--- src/rtl/receiver_array_pkg.sv ---
// Shared widths, frame field offsets and helpers for the receiver array manager.
// Latency: n/a (declarations only).
// Backpressure: n/a.
//
// Frame layout, MSB to LSB: {ts, mask, id[N-1] .. id[0], polynomial}.
// The offset helpers take the instance widths as arguments, so one package
// serves every parametrisation of the manager and of the transport layer.
package receiver_array_pkg;

   localparam int DEF_ID_W   = 17;
   localparam int DEF_POLY_W = 17;
   localparam int DEF_TS_W   = 24;
   localparam int MAX_RECV   = 8;

   // Polynomial always occupies the bottom of the frame.
   localparam int POLY_LSB   = 0;

   function automatic int frame_w(input int nb_recv, input int id_w,
                                  input int poly_w, input int ts_w);
      return ts_w + nb_recv + nb_recv * id_w + poly_w;
   endfunction

   function automatic int id_lsb(input int i, input int id_w, input int poly_w);
      return poly_w + i * id_w;
   endfunction

   function automatic int mask_lsb(input int nb_recv, input int id_w, input int poly_w);
      return poly_w + nb_recv * id_w;
   endfunction

   function automatic int ts_lsb(input int nb_recv, input int id_w, input int poly_w);
      return mask_lsb(nb_recv, id_w, poly_w) + nb_recv;
   endfunction

   // Number of set bits in a hit mask; narrower masks are zero-extended by the caller.
   function automatic logic [3:0] popcount(input logic [MAX_RECV-1:0] v);
      logic [3:0] n;
      n = '0;
      for (int i = 0; i < MAX_RECV; i++) begin
         n = n + {3'b000, v[i]};
      end
      return n;
   endfunction

endpackage

--- src/rtl/frame_fifo.sv ---
// Generic synchronous show-ahead FIFO (head visible on data_out, no read latency).
// Latency: push in cycle t -> visible on data_out in t+1 when empty.
// Backpressure: push while full is ignored unless a pop happens in the same cycle.
//
// Ports:
//   clk_96MHz, rst_n  clock, asynchronous active-low reset
//   clear             synchronous flush (pointers and level to zero), beats push/pop
//   push, data_in     write request and data
//   pop               read request; ignored while empty
//   data_out          head entry; holds the last-read entry while empty
//   level, full, empty occupancy status
module frame_fifo #(
   parameter int WIDTH = 8,
   parameter int DEPTH = 4
) (
   input  logic                       clk_96MHz,
   input  logic                       rst_n,
   input  logic                       clear,
   input  logic                       push,
   input  logic [WIDTH-1:0]           data_in,
   input  logic                       pop,
   output logic [WIDTH-1:0]           data_out,
   output logic [$clog2(DEPTH+1)-1:0] level,
   output logic                       full,
   output logic                       empty
);

   localparam int AW = (DEPTH > 1) ? $clog2(DEPTH) : 1;
   localparam int LW = $clog2(DEPTH + 1);
   localparam logic [LW-1:0] FULL_LVL = LW'(DEPTH);
   localparam logic [LW-1:0] LVL_ONE  = LW'(1);
   localparam logic [AW-1:0] PTR_ONE  = AW'(1);

   logic [WIDTH-1:0] mem [DEPTH];
   logic [AW-1:0]    wr_ptr;
   logic [AW-1:0]    rd_ptr;
   logic [LW-1:0]    cnt;
   logic [WIDTH-1:0] last_q;
   logic             do_push;
   logic             do_pop;

   assign full     = (cnt == FULL_LVL);
   assign empty    = (cnt == '0);
   assign level    = cnt;
   assign do_pop   = pop & ~empty & ~clear;
   // A full FIFO still accepts a push when the head leaves in the same cycle.
   assign do_push  = push & (~full | do_pop) & ~clear;
   // last_q keeps data_out quiet (zero after reset) while nothing is queued.
   assign data_out = empty ? last_q : mem[rd_ptr];

   always_ff @(posedge clk_96MHz) begin
      if (do_push) begin
         mem[wr_ptr] <= data_in;
      end
   end

   always_ff @(posedge clk_96MHz or negedge rst_n) begin
      if (!rst_n) begin
         wr_ptr <= '0;
         rd_ptr <= '0;
         cnt    <= '0;
         last_q <= '0;
      end else if (clear) begin
         wr_ptr <= '0;
         rd_ptr <= '0;
         cnt    <= '0;
      end else begin
         if (do_push) begin
            wr_ptr <= wr_ptr + PTR_ONE;
         end
         if (do_pop) begin
            rd_ptr <= rd_ptr + PTR_ONE;
            last_q <= mem[rd_ptr];
         end
         case ({do_push, do_pop})
            2'b10:   cnt <= cnt + LVL_ONE;
            2'b01:   cnt <= cnt - LVL_ONE;
            default: cnt <= cnt;
         endcase
      end
   end

endmodule

--- src/rtl/receiver_array_manager.sv ---
// Stamps per-receiver pulse-id sets with sys_ts and hit mask, filters on hit count, queues frames.
// Latency: id_valid in cycle t -> frame_valid/frame_data in t+2 (empty FIFO).
// Backpressure: frames queue in FIFO_DEPTH entries; a push into a full FIFO without a pop is dropped and counted.
//
// Ports:
//   clk_96MHz, rst_n            clock, asynchronous active-low reset
//   sys_ts                      free-running timestamp, sampled in the id_valid cycle
//   clear                       synchronous flush of capture stage, FIFO and counters
//   id_valid, id_mask,
//   pulse_ids, polynomial       one-cycle result set from the pulse identifier
//   frame_valid, frame_ready,
//   frame_data                  valid/ready frame output (FIFO head)
//   fifo_level                  occupied FIFO entries
//   overflow_cnt, reject_cnt    saturating drop counters (FIFO full / too few hits)
//   state_led                   toggles on every frame written into the FIFO
module receiver_array_manager
   import receiver_array_pkg::*;
#(
   parameter int NB_RECV    = 3,
   parameter int ID_W       = DEF_ID_W,
   parameter int POLY_W     = DEF_POLY_W,
   parameter int TS_W       = DEF_TS_W,
   parameter int FIFO_DEPTH = 4,
   parameter int MIN_HITS   = 1
) (
   input  logic                                           clk_96MHz,
   input  logic                                           rst_n,
   input  logic [TS_W-1:0]                                sys_ts,
   input  logic                                           clear,
   input  logic                                           id_valid,
   input  logic [NB_RECV-1:0]                             id_mask,
   input  logic [NB_RECV*ID_W-1:0]                        pulse_ids,
   input  logic [POLY_W-1:0]                              polynomial,
   output logic                                           frame_valid,
   input  logic                                           frame_ready,
   output logic [frame_w(NB_RECV, ID_W, POLY_W, TS_W)-1:0] frame_data,
   output logic [$clog2(FIFO_DEPTH+1)-1:0]                fifo_level,
   output logic [7:0]                                     overflow_cnt,
   output logic [7:0]                                     reject_cnt,
   output logic                                           state_led
);

   localparam int FRAME_W  = frame_w(NB_RECV, ID_W, POLY_W, TS_W);
   localparam int MASK_LSB = mask_lsb(NB_RECV, ID_W, POLY_W);
   localparam logic [3:0] MIN_HITS_L = 4'(MIN_HITS);

   // ---------------- Stage 1: capture ----------------
   logic [NB_RECV*ID_W-1:0] masked_ids;
   logic                    cap_valid;
   logic [FRAME_W-1:0]      cap_frame;

   // Receivers that did not report contribute an all-zero id field.
   always_comb begin
      masked_ids = '0;
      for (int i = 0; i < NB_RECV; i++) begin
         if (id_mask[i]) begin
            masked_ids[i*ID_W +: ID_W] = pulse_ids[i*ID_W +: ID_W];
         end
      end
   end

   always_ff @(posedge clk_96MHz or negedge rst_n) begin
      if (!rst_n) begin
         cap_valid <= 1'b0;
         cap_frame <= '0;
      end else if (clear) begin
         cap_valid <= 1'b0;
      end else begin
         cap_valid <= id_valid;
         if (id_valid) begin
            cap_frame <= {sys_ts, id_mask, masked_ids, polynomial};
         end
      end
   end

   // ---------------- Stage 2: qualify / push ----------------
   logic [MAX_RECV-1:0] mask_ext;
   logic [3:0]          hits;
   logic                hit_ok;
   logic                push_req;
   logic                reject;
   logic                pop_eff;
   logic                drop;
   logic                written;
   logic                fifo_full;
   logic                fifo_empty;

   always_comb begin
      mask_ext = '0;
      mask_ext[NB_RECV-1:0] = cap_frame[MASK_LSB +: NB_RECV];
   end

   assign hits        = popcount(mask_ext);
   assign hit_ok      = (hits >= MIN_HITS_L);
   // clear wins over a pending frame: it is neither queued nor counted.
   assign push_req    = cap_valid & hit_ok & ~clear;
   assign reject      = cap_valid & ~hit_ok & ~clear;
   assign frame_valid = ~fifo_empty;
   assign pop_eff     = frame_valid & frame_ready;
   assign drop        = push_req & fifo_full & ~pop_eff;
   assign written     = push_req & ~drop;

   frame_fifo #(
      .WIDTH (FRAME_W),
      .DEPTH (FIFO_DEPTH)
   ) u_fifo (
      .clk_96MHz (clk_96MHz),
      .rst_n     (rst_n),
      .clear     (clear),
      .push      (push_req),
      .data_in   (cap_frame),
      .pop       (frame_ready),
      .data_out  (frame_data),
      .level     (fifo_level),
      .full      (fifo_full),
      .empty     (fifo_empty)
   );

   // Counters saturate at 255; state_led survives clear so the LED does not glitch.
   always_ff @(posedge clk_96MHz or negedge rst_n) begin
      if (!rst_n) begin
         overflow_cnt <= '0;
         reject_cnt   <= '0;
         state_led    <= 1'b0;
      end else if (clear) begin
         overflow_cnt <= '0;
         reject_cnt   <= '0;
      end else begin
         if (drop && (overflow_cnt != 8'hFF)) begin
            overflow_cnt <= overflow_cnt + 8'd1;
         end
         if (reject && (reject_cnt != 8'hFF)) begin
            reject_cnt <= reject_cnt + 8'd1;
         end
         if (written) begin
            state_led <= ~state_led;
         end
      end
   end

endmodule

--- config.mk ---
export PLATFORM = sky130hd
export DESIGN_NAME = receiver_array_manager
export DESIGN_NICKNAME = d
export VERILOG_FILES = /design/src/rtl/receiver_array_pkg.sv /design/src/rtl/frame_fifo.sv /design/src/rtl/receiver_array_manager.sv
export SDC_FILE = /design/constraint.sdc
export NUM_CORES = 1
export LEC_CHECK = 0
export CORE_UTILIZATION = 35
export CTS_BUF_LIST = sky130_fd_sc_hd__clkbuf_8
export DETAILED_ROUTE_END_ITERATION = 6
export SETUP_SLACK_MARGIN = 0.5
export SYNTH_ARGS = -nofsm -noshare
export SYNTH_HDL_FRONTEND = slang
export SYNTH_HIERARCHICAL = 1
export SYNTH_SLANG_ARGS = --single-unit
--- constraint.sdc ---
create_clock -name clk_96MHz -period 10.9 [get_ports clk_96MHz]
set_clock_uncertainty 0.1 [all_clocks]
set_input_delay 2.18 -clock clk_96MHz [delete_from_list [all_inputs] [get_ports clk_96MHz]]
set_output_delay 2.18 -clock clk_96MHz [all_outputs]
set_load 0.01 [all_outputs]
-- Yosys cells after proc, flatten, opt, wreduce, memory -nomap -nowiden
Memory sizes are Yosys's and may differ from the RTL's.
Cells that the tools add are included.
- register bits after elaboration: 215
- memory bits (writable): 380
- output and inout port bits: 116
- memories kept: 1
- add/sub/neg operators: 8
- $lt $le $gt $ge: 1
- eq/ne operators: 5
- multiplexer cells: 17
- bitwise operators: 19
- reductions and logical operators: 11
- memories (memory ; words ; bits a word ; read ports ; clocked after Yosys merged registers in ; write ports ; line ; text):
    u_fifo.mem ; 4 ; 95 ; 1 ; 0 ; 1 ; frame_fifo.sv:34 ; logic [WIDTH-1:0] mem [DEPTH];
- operators by type and width (kind ; count):
    $mux 95 ; 1
    $mux 17 ; 3
    $mux 8 ; 4
    $add 8x1->8 const B ; 2
    $ne 8x8->1 const B ; 2
    $and 1x1->1 ; 11
    $mux 2 ; 4
    $reduce_bool 2->1 ; 4
    $not 1->1 ; 7
    $pmux 3 s2 ; 1
    $reduce_and 2->1 ; 3
    $add 2x1->2 const B ; 2
    $add 2x1->3 ; 1
    $add 3x1->3 const B ; 1
    $eq 3x3->1 const B ; 1
    $ge 3x1->1 const B ; 1
    $logic_not 3->1 ; 1
    $mux 1 ; 3
    $mux 3 ; 1
    $reduce_bool 3->1 ; 1
    $sub 3x1->3 const B ; 1
    $add 1x1->2 ; 1
    $eq 2x1->1 const B ; 1
    $eq 2x2->1 const B ; 1
    2 further kinds ; 3

-- Depth between registers and ports, before layout
Gate-level depths: netlist of run 1.
- word-level depth: 10
- gate-level depth with buffers: 9
- gate-level depth less buffers: 9

-- Hierarchy
Netlist of run 1, hierarchy kept.
- modules (own cells, without submodules) (module ; times used ; cells each ; area an instance (um2)):
    frame_fifo ; 1 ; 1055 ; 19017.0
    receiver_array_manager ; 1 ; 511 ; 4662.0

-- Worst setup path before layout of run 1
Ideal clock, no wire load.
- kind: input-to-reg
- from: input clear
- to: memory u_fifo/mem[0][0] (netlist bit), enable pin
- setup time: 0.465 ns
- data arrival time: 5.038 ns
- required time: 10.335 ns
- setup slack: 5.297 ns
- cell stages on the path: 5
- buffers on the path: 0
- cells stage by stage: nor2b_4 > and2_2 > o41ai_1 > nor2_1 > and2_1
- RTL lines (item ; line ; text):
    start: declaration ; receiver_array_manager.sv:29 ; input logic clear,
    $not 1->1 (no line) ; -- ;
    $and 1x1->1 ; receiver_array_manager.sv:96 ; assign push_req = cap_valid & hit_ok & ~clear;
    net push_req ; receiver_array_manager.sv:80 ; logic push_req;
    $and 1x1->1 (2 in a row) ; frame_fifo.sv:47 ; assign do_push = push & (~full | do_pop) & ~clear;
    $mux 1 ; frame_fifo.sv:52 ; if (do_push) begin
    $mux 1 (implied by the code) ; frame_fifo.sv:53 ; mem[wr_ptr] <= data_in;
    end: declaration ; frame_fifo.sv:34 ;
The timed path passes the listed nets, and every way through them passes these cells.

-- Worst setup path after layout of run 1
- from: register u_fifo.cnt[0] (netlist: u_fifo/level[0])
- to: output frame_data[88]
- word-level cells in the longest chain between the ends: 2
- ends and longest elaborated chain (item ; line ; text):
    start: declaration ; frame_fifo.sv:37 ; logic [LW-1:0] cnt;
    start signal: assignment ; frame_fifo.sv:76 ; 2'b10: cnt <= cnt + LVL_ONE;
    start signal: assignment ; frame_fifo.sv:77 ; 2'b01: cnt <= cnt - LVL_ONE;
    start signal: assignment ; frame_fifo.sv:78 ; default: cnt <= cnt;
    $logic_not 3->1 ; frame_fifo.sv:43 ; assign empty = (cnt == '0);
    net fifo_empty ; receiver_array_manager.sv:86 ; logic fifo_empty;
    $mux 95 ; frame_fifo.sv:49 ; assign data_out = empty ? last_q : mem[rd_ptr];
    end: declaration ; receiver_array_manager.sv:36 ; output logic [frame_w(NB_RECV, ID_W, POLY_W, TS_W)-1:0] frame_data,
The timed path passes the listed nets, and every way through them passes these cells.

==> flow_summary.toml, run 1 <==
[setup_path]
crit_type = "flip-flop to output port"
crit_family = "buffers and inverters"
r2r_slack_ns = 6.94
required_ns = 8.62
critPathMaxFanout = 52
worstPathArrival_ns = 3.77
ff2ff_path_depth = 8
critPathSlowestCell = "buf_4"
timing.critical_path.mode_cell = "nand2_1"
reg2reg_from = "cap_frame[68]$_DFFE_PN0P_"
cp-start-kind = "flip-flop"
rr_endpoint = "u_fifo/mem[0][37]$_DFFE_PP_"
crit_chain = "or3_4 -> inv_4 -> buf_4 -> nand2_1 -> nand2_1 -> clkdlybuf4s50_1"
critical_path.max_stage_delay_ns = 0.67
end_kind = "output port"
path_buf_inv = 3

[clock_tree]
clk_pin_slew_ns = 0.06
post_cts_resized = 0
numCtsBuffers = 102
post_cts_buffers = 0
clock-sinks = 595
postCtsHoldBufs = 0
clock_latency_ns = 0.68
cts_max_level = 3
ctsRootBufferMaster = "clkbuf_8"
tritoncts = "yes"
cts_max_path_buffers = 3

[route]
via_per_inst = 4.91
drt-initial-drc-count = 745
vias = 13600
wl_um = 57700
dr.pass1.iters = 5
drcViolationCount = 0
postRouteAntennaNets = 0
wire_per_inst_um = 20.8

[grt]
antenna_found_initial = 8
grt_max_degree = 86
grt_pass1_wl_um = 88700
grt_pass1_vias = 14700
grt_usage_pct = 17.3
gr-total-overflow = 0

[logic_synthesis]
synth_top_area_cell = "edfxtp_1"
synthesis.area_mm2 = 0.0237
seq_area_frac_synth_pct = 70.9
synth_top_cell_area_share_pct = 48.2
ys_top_cells_by_area = "edfxtp_1 48%, dfrtp_1 23%, mux4_2 9.0%, nand2_1 8.3%, mux2_4 3.2%"
avgSynthCellArea_um2 = 15.1
synth_cell_types = 53
syn_inst = 1566
ys.flop_type = "edfxtp_1"
synth_warnings = 6
synth_edf_count = 380
synth-seq-cells = 595
syn-num-nets = 1674
synthArstFlopShare_pct = 36.1

[final_layout]
drive_gt1_share_pct = 18.8
fin_area_mm2 = 0.0287
n_fill_cell = 5997
fin_util_pct = 43.2
layout_common_cells = "521 x nand2_1, 380 x edfxtp_1, 214 x clkdlybuf4s50_1, 213 x dfrtp_1, 115 x clkbuf_8"
final_common_cell = "nand2_1"
syn2layout_area_growth_pct = 21.1
nNetsFinal = 1927

[timing]
layout_setup_ws_ns = 4.85
hold_viol_final = 0
grt_setup_unrepaired = "no"
min_period_ns = 6.05
slew_headroom_pct = 20.0
slew_violations = 0
fin_crit_sh_pct = 55.5
max_freq_mhz = 165
tns_ns = 0
worst_pin_slew_ns = 1.20
setup_viol = 0

[power_and_ir_drop]
switching_share_pct = 30.3
clockPowerShare_pct = 28.4
p_switching_w = 0.00209
ir_drop_v = 0.000135
p_int_w = 0.00480
power_frac_comb_pct = 29.8
p_total_w = 0.00689
powerDensity_mw_per_mm2 = 240
cellLeakagePower_nw = 11.3
pwr-share-seq_pct = 41.9

[floorplan]
fp.dieW_um = 262
die_h_um = 262
coreArea_mm2 = 0.0663
rows = 94
pin_count = 216
dieArea_mm2 = 0.0687
initial_core_util_pct = 35.7

[placed_design]
place_congestion = 0.780
dp_slack_ns = 5.20
dp_hpwl_um = 34400
dpl_cell_area_mm2 = 0.0267
port_buffers = 215

[flow_run]
max_cap_viol_count = 0

[hold_path]
min_path_type = "flip-flop to flip-flop"
hold_depth = 1
min_from = "state_led$_DFFE_PN0P_"
worst_hold_path.endpoint = "state_led$_DFFE_PN0P_"

[status]
status = "completed"
[final cells by class]
class | instances | area [um2] | share of cell area [%]
Sequential cell | 595 | 16800 | 58.6
Multi-Input combinational cell | 875 | 6460 | 22.5
Timing Repair Buffer | 231 | 2280 | 7.94
Clock buffer | 115 | 1580 | 5.52
Tap cell | 864 | 1080 | 3.77
Clock inverter | 76 | 418 | 1.46
Inverter | 14 | 57.6 | 0.201
Antenna cell | 2 | 5.00 | 0.0175
[cell families (layout without fill, tap and decap cells)]
| group | Yosys count | in the layout | share of synthesized area [%] |
|---|---|---|---|
| AOI/OAI and AO/OA | 33 | 33 | 1.07 |
| xor gates and xnor gates | 6 | 6 | 0.222 |
| adders and majority gates | 8 | 8 | 0.486 |
| buffers and inverters | 96 | 436 | 1.92 |
| DFF | 595 | 595 | 70.9 |
| muxes | 196 | 196 | 14.6 |
| other | 0 | 2 | 0 |
| and+or+nand+nor | 632 | 632 | 10.8 |
[how the worst max path moves through the flow]
| stage | start | end | cells past startpoint |
|---|---|---|---|
| 2_1_floorplan | clear | u_fifo/mem[0][0]$_DFFE_PP_ | 5 |
| 3_3_place_gp | clear | u_fifo/mem[3][35]$_DFFE_PP_ | 8 |
| 3_5_place_dp | clear | u_fifo/mem[0][14]$_DFFE_PP_ | 8 |
| 4_1_cts | u_fifo/level[0]$_DFFE_PN0P_ | frame_data[77] | 6 |
| 5_1_grt | u_fifo/level[0]$_DFFE_PN0P_ | frame_data[79] | 6 |
| 6_report | u_fifo/level[0]$_DFFE_PN0P_ | frame_data[88] | 6 |
[sequential cells by signal (all words and copies together), names as in the netlist]
| signal | cells |
|---|---|
| u_fifo/wr_ptr | 2 |
| u_fifo/last_q | 95 |
| cap_frame | 95 |
| u_fifo/mem | 380 |
| overflow_cnt | 8 |
| cap_valid | 1 |
| reject_cnt | 8 |
| u_fifo/rd_ptr | 2 |
| u_fifo/level | 3 |
| state_led | 1 |
[synthesized netlist by cell type, types with 5 or more instances]
cell and instances:
nand3_1 60, mux2_4 50, mux2_2 48, nor3_1 5, edfxtp_1 380, buf_2 27
dfrtp_1 215, clkbuf_1 35, mux4_2 95, and2_1 6, inv_1 12, nand2_1 522
nor2_1 15, ha_1 6, buf_6 8, o21ai_0 8, buf_1 12
[through the flow]
stage,cells,hold WS (ns)
4_1_cts,2770,0.387
6_report,2772,0.387
5_1_grt,2771,0.420
2_1_floorplan,1566,0.376
3_5_place_dp,2579,0.365
3_3_place_gp,2579,0.372
[power by group through the flow]
stage	logic (W)	clock network (W)	registers [W]
after floorplan	0.00118	0	0.00284
after global placement	0.00207	0	0.00292
after detailed placement	0.00209	0	0.00292
after CTS	0.00210	0.00201	0.00289
after global routing	0.00224	0.00211	0.00292
final	0.00205	0.00195	0.00288
[per-layer routing]
metal  vias to the layer above  wire [um]  share of wire [%]  GRT usage, %
met3                       107       2930                5.1          3.95
met4                        12       1230                2.1          5.23
met5                         -         79               0.14             0
met2                       309      28500                 49          28.8
li1                       6153          -                  -             -
met1                      7020      25100                 43          22.4
Power figures use the tool's default switching activity.
==> run 2: changes to the inputs <==
- clock period: 10.9 -> 6.3 ns (I/O delays scaled with it)
==> run 2 against run 1 <==
- combinational power grew 73%
- register-to-register slack worse by 4.3 ns
- count of clock-buffer cells in the layout fell by 1
- total power rose by 73%
- non-clock buffer count rose by 5
- largest power group unchanged
==> flow_summary.toml, run 2 (synthesis results as in run 1) <==
[clock_tree]
numCtsBuffers = 100
ctsRootBufferMaster = "clkbuf_8"
post_cts_resized = 0
clock-sinks = 595
post_cts_buffers = 0
cts_max_path_buffers = 3
postCtsHoldBufs = 0
tritoncts = "yes"
clock_latency_ns = 0.71
cts_max_level = 3
clk_pin_slew_ns = 0.06

[final_layout]
drive_gt1_share_pct = 19.2
syn2layout_area_growth_pct = 21.5
top_register = "u_fifo/mem"
largest_register_ffs = 380
multiInputGateArea_mm2 = 0.00646
final_common_cell = "nand2_1"
reg.largest.list = "u_fifo/mem: 380 flops, cap_frame: 95 flops, u_fifo/last_q: 95 flops"
fin_util_pct = 43.4
layout_common_cells = "521 x nand2_1, 380 x edfxtp_1, 214 x clkdlybuf4s50_1, 213 x dfrtp_1, 114 x clkbuf_8"
regArea_mm2 = 0.0168
nNetsFinal = 1930
n_fill_cell = 5920

[timing]
slew_headroom_pct = 27.2
grt_setup_unrepaired = "no"
holdWs_ns = 0.393
worst_pin_slew_ns = 1.09
min_period_ns = 5.12
hold_viol_final = 0
max_freq_mhz = 195
fin_crit_sh_pct = 81.3
setup_viol = 0
layout_setup_ws_ns = 1.18
tns_ns = 0
slew_violations = 0

[floorplan]
rows = 94
die_h_um = 262
pin_count = 216
fp.dieW_um = 262
initial_core_util_pct = 35.7
dieArea_mm2 = 0.0687
coreArea_mm2 = 0.0663

[route]
vias = 13500
dr.pass1.iters = 5
wire_per_inst_um = 19.7
wl_um = 54600
drt-initial-drc-count = 855
postRouteAntennaNets = 0
drcViolationCount = 0
via_per_inst = 4.86

[setup_path]
critPathMaxFanout = 82
crit_type = "flip-flop to output port"
cp-start-kind = "flip-flop"
worstPathArrival_ns = 3.76
crit_start = "u_fifo/level[0]$_DFFE_PN0P_"
reg2reg_from = "cap_frame[68]$_DFFE_PN0P_"
required_ns = 4.94
end_kind = "output port"

[grt]
antenna_found_initial = 1
grt_pass1_wl_um = 83300
grt_max_degree = 132
grt_usage_pct = 16.2
gr-total-overflow = 0
grt_pass1_vias = 14300

[placed_design]
dp_hpwl_um = 32400
dp_slack_ns = 1.38
port_buffers = 215
place_congestion = 0.785

[status]
status = "completed"

[flow_run]
max_cap_viol_count = 0

[power_and_ir_drop]
powerDensity_mw_per_mm2 = 413
ir_drop_v = 0.000227
cellLeakagePower_nw = 11.3

[hold_path]
min_path_type = "flip-flop to flip-flop"
min_from = "cap_frame[0]$_DFFE_PN0P_"
[run 2: cell count changes in the layout (fill, tap and decap cells not counted), moves of 2 or more]
cell      before  now
buf_12         0    6
clkinv_8       0    2
inv_1         60   57
inv_8          2    0
[run 2: per-layer routing]
layer / vias to the layer above / wire length [um] / global-route usage, %
li1: 6158 / - / -
met5: - / 0 / 0
met1: 6911 / 23700 / 21.1
met2: 337 / 26200 / 26.1
met3: 85 / 3460 / 4.77
met4: 0 / 1340 / 5.28
[run 2: worst paths after layout]
| check | endpoint | depth (start not counted) | slack, ns |
|---|---|---|---|
| min | u_fifo/mem[3][0]$_DFFE_PP_ | 0 | 0.39 |
| max reg2reg | u_fifo/mem[3][47]$_DFFE_PP_ | 8 | 2.63 |
| max | frame_data[31] | 6 | 1.18 |
| min reg2reg | u_fifo/mem[3][0]$_DFFE_PP_ | 0 | 0.39 |
| min in group asynchronous | cap_frame[83]$_DFFE_PN0P_ | 1 | 0.48 |
| max in group asynchronous | u_fifo/last_q[43]$_DFFE_PN0P_ | 2 | 4.40 |
[run 2: through the flow]
step / total power (W) / area [um2] / cells
after global placement: 0.00864 / 26800 / 2584
after CTS: 0.0121 / 28800 / 2773
final: 0.0119 / 28800 / 2774
after detailed placement: 0.00869 / 26800 / 2584
after floorplan: 0.00695 / 23700 / 1566
after global routing: 0.0125 / 28800 / 2773
[run 2: critical path, cell delays in order, from the launching register on]
cell	delay [ns]
dfrtp_1	0.47
or3_4	0.64
inv_4	0.88
buf_4	0.38
nand2_1	0.08
nand2_1	0.07
clkdlybuf4s50_1	0.53
[run 2: area by class of cell]
| class | count | share of cell area (%) |
|---|---|---|
| multi-input cells | 875 | 22.4 |
| flip-flops and latches | 595 | 58.4 |
| diodes | 1 | 0.00870 |
| inverters | 14 | 0.200 |
| clock inverters | 75 | 1.46 |
| repair buffers | 236 | 8.30 |
| clock buffers | 114 | 5.45 |
| well taps | 864 | 3.76 |
[run 2: where the power goes]
group	switching [W]	internal, W	leakage (nW)
registers	0.000375	0.00464	6.14
clock network	0.00155	0.00178	1.19
logic	0.00169	0.00185	3.99
total	0.00362	0.00827	11.3
==> run 3: changes to the inputs <==
- clock period: 6.3 -> 5.3 ns (I/O delays scaled with it)
==> run 3 against run 2 <==
- sequential share of layout area fell by 0.10 points
- design area rose by 0.17%
- core utilization rose by 0.076 points
- die area did not move
- count of clock-buffer cells in the layout rose by 1
- combinational power rose by 20%
- register-to-register slack got worse by 0.63 ns
- first-iteration DRC count fell by 1.5%
- cell count rose by 0.14%
- largest power group unchanged
- total power rose by 18%
- worst hold slack got worse by 0.049 ns
==> flow_summary.toml, run 3 (synthesis results as in run 1) <==
[clock_tree]
post_cts_buffers = 0
tritoncts = "yes"
numCtsBuffers = 100
ctsRootBufferMaster = "clkbuf_8"
clock_latency_ns = 0.68
cts_max_level = 3
cts_max_path_buffers = 3
clock-sinks = 595
clk_pin_slew_ns = 0.06

[setup_path]
timing.critical_path.mode_cell = "nand2_1"
path_buf_inv = 2
required_ns = 4.14
crit_chain = "or3_4 -> buf_4 -> nand2_1 -> nand2_1 -> clkdlybuf4s50_1"
end_kind = "output port"
critPathMaxFanout = 63
crit_family = "buffers and inverters"
worstPathArrival_ns = 3.38
crit_type = "flip-flop to output port"
cp-start-kind = "flip-flop"
critPathSlowestCell = "buf_4"
critical_path.max_stage_delay_ns = 0.77

[floorplan]
rows = 94
pin_count = 216
die_h_um = 262
initial_core_util_pct = 35.7
dieArea_mm2 = 0.0687
coreArea_mm2 = 0.0663
fp.dieW_um = 262

[placed_design]
dpl_cell_area_mm2 = 0.0269
dp_hpwl_um = 33600
dp_slack_ns = 1.13
place_congestion = 0.800
dp.cells = 2588
port_buffers = 215

[power_and_ir_drop]
cellLeakagePower_nw = 11.3
p_total_w = 0.0141
powerDensity_mw_per_mm2 = 488
ir_drop_v = 0.000282

[timing]
worst_pin_slew_ns = 0.994
min_period_ns = 4.54
layout_setup_ws_ns = 0.764
grt_setup_unrepaired = "no"
fin_crit_sh_pct = 85.6
tns_ns = 0
slew_headroom_pct = 33.7
slew_violations = 0
max_freq_mhz = 220
hold_viol_final = 0
setup_viol = 0

[final_layout]
syn2layout_area_growth_pct = 21.7
final_common_cell = "nand2_1"
largest_register_ffs = 380
drive_gt1_share_pct = 19.5
layout_common_cells = "521 x nand2_1, 380 x edfxtp_1, 214 x clkdlybuf4s50_1, 213 x dfrtp_1, 115 x clkbuf_8"
diodes = 0
fin_cells = 2778
nNetsFinal = 1934
fin_area_mm2 = 0.0288
reg.largest.list = "u_fifo/mem: 380 flops, cap_frame: 95 flops, u_fifo/last_q: 95 flops"
top_register = "u_fifo/mem"

[route]
drcViolationCount = 0
dr.pass1.iters = 4
postRouteAntennaNets = 0
wl_um = 55400
wire_per_inst_um = 20.0
vias = 13600
via_per_inst = 4.89
drt-initial-drc-count = 842

[grt]
grt_usage_pct = 16.4
met1_usage_pct = 22.1
gr-max-usage-layer = "met2"
gr-total-overflow = 0
met3_usage_pct = 3.51
grt_pass1_vias = 14400
grt_pass1_wl_um = 84700
grtUsageMet2_pct = 26.3
antenna_found_initial = 0
grt_max_degree = 98

[hold_path]
min_path_type = "input pin to async pin"

[status]
status = "completed"

[flow_run]
max_cap_viol_count = 0
[run 3: cell types whose count changed in the layout (fill, tap and decap cells not counted), sizes merged]
| cell | previous run | this run |
|---|---|---|
| buf | 22 | 26 |
| bufinv | 3 | 2 |
| clkbuf | 114 | 115 |
| clkinv | 25 | 24 |
| clkinvlp | 1 | 6 |
| diode | 1 | 0 |
| inv | 60 | 57 |
[run 3: per-stage QoR]
step	util [%]	hold WS [ns]
after floorplan	-	0.376
after CTS	43.5	0.335
final	43.5	0.343
after global placement	40.5	0.384
after detailed placement	40.5	0.392
after global routing	43.5	0.392
[run 3: power by group]
part | switching (W) | total, W | internal (W) | leakage [nW]
logic | 0.00203 | 0.00424 | 0.00221 | 4.02
clock network | 0.00183 | 0.00391 | 0.00208 | 1.15
registers | 0.000397 | 0.00591 | 0.00552 | 6.14
total | 0.00425 | 0.0141 | 0.00981 | 11.3
[run 3: metal layers]
metal / wire length [um] / vias to the layer above
met1: 24900 / 7000
met4: 1100 / 0
met5: 0 / -
li1: - / 6174
met2: 26500 / 330
met3: 2930 / 78
[run 3: layout make-up]
cell class | instances | area, um2
Fill cell | 5966 | 37500
Sequential cell | 595 | 16800
Multi-Input combinational cell | 875 | 6460
Timing Repair Buffer | 240 | 2470
Clock buffer | 115 | 1580
Tap cell | 864 | 1080
Clock inverter | 75 | 377
Inverter | 14 | 60.1
[run 3: worst reg2reg max path, stage by stage, from the launching register on]
cell     delay (ns)
dfrtp_1        0.41
inv_1          0.09
fa_1           0.58
nand2_1        0.18
and2_2         0.23
o41ai_1        0.16
nor2_1         0.24
and2_4         0.55
buf_12         0.38
[run 3: path summary, 6_finish.rpt]
check | startpoint | to | slack [ns] | cells after the start
max in group asynchronous | rst_n | u_fifo/last_q[76]$_DFFE_PN0P_ | 3.50 | 2
min in group clk_96MHz | cap_frame[74]$_DFFE_PN0P_ | u_fifo/mem[0][74]$_DFFE_PP_ | 0.40 | 0
hold reg to reg | cap_frame[74]$_DFFE_PN0P_ | u_fifo/mem[0][74]$_DFFE_PP_ | 0.40 | 0
hold / removal | rst_n | cap_frame[83]$_DFFE_PN0P_ | 0.34 | 1
setup / recovery | u_fifo/level[0]$_DFFE_PN0P_ | frame_data[6] | 0.76 | 5
setup reg to reg | cap_frame[69]$_DFFE_PN0P_ | u_fifo/mem[0][39]$_DFFE_PP_ | 2.00 | 8
[run 3: what timing repair did]
| item | 4_1_cts | 5_1_grt |
|---|---|---|
| endpoints found under the setup margin | 0 | 19 |
| gates resized for setup | 0 | 1 |
| hold buffers | 0 | 0 |
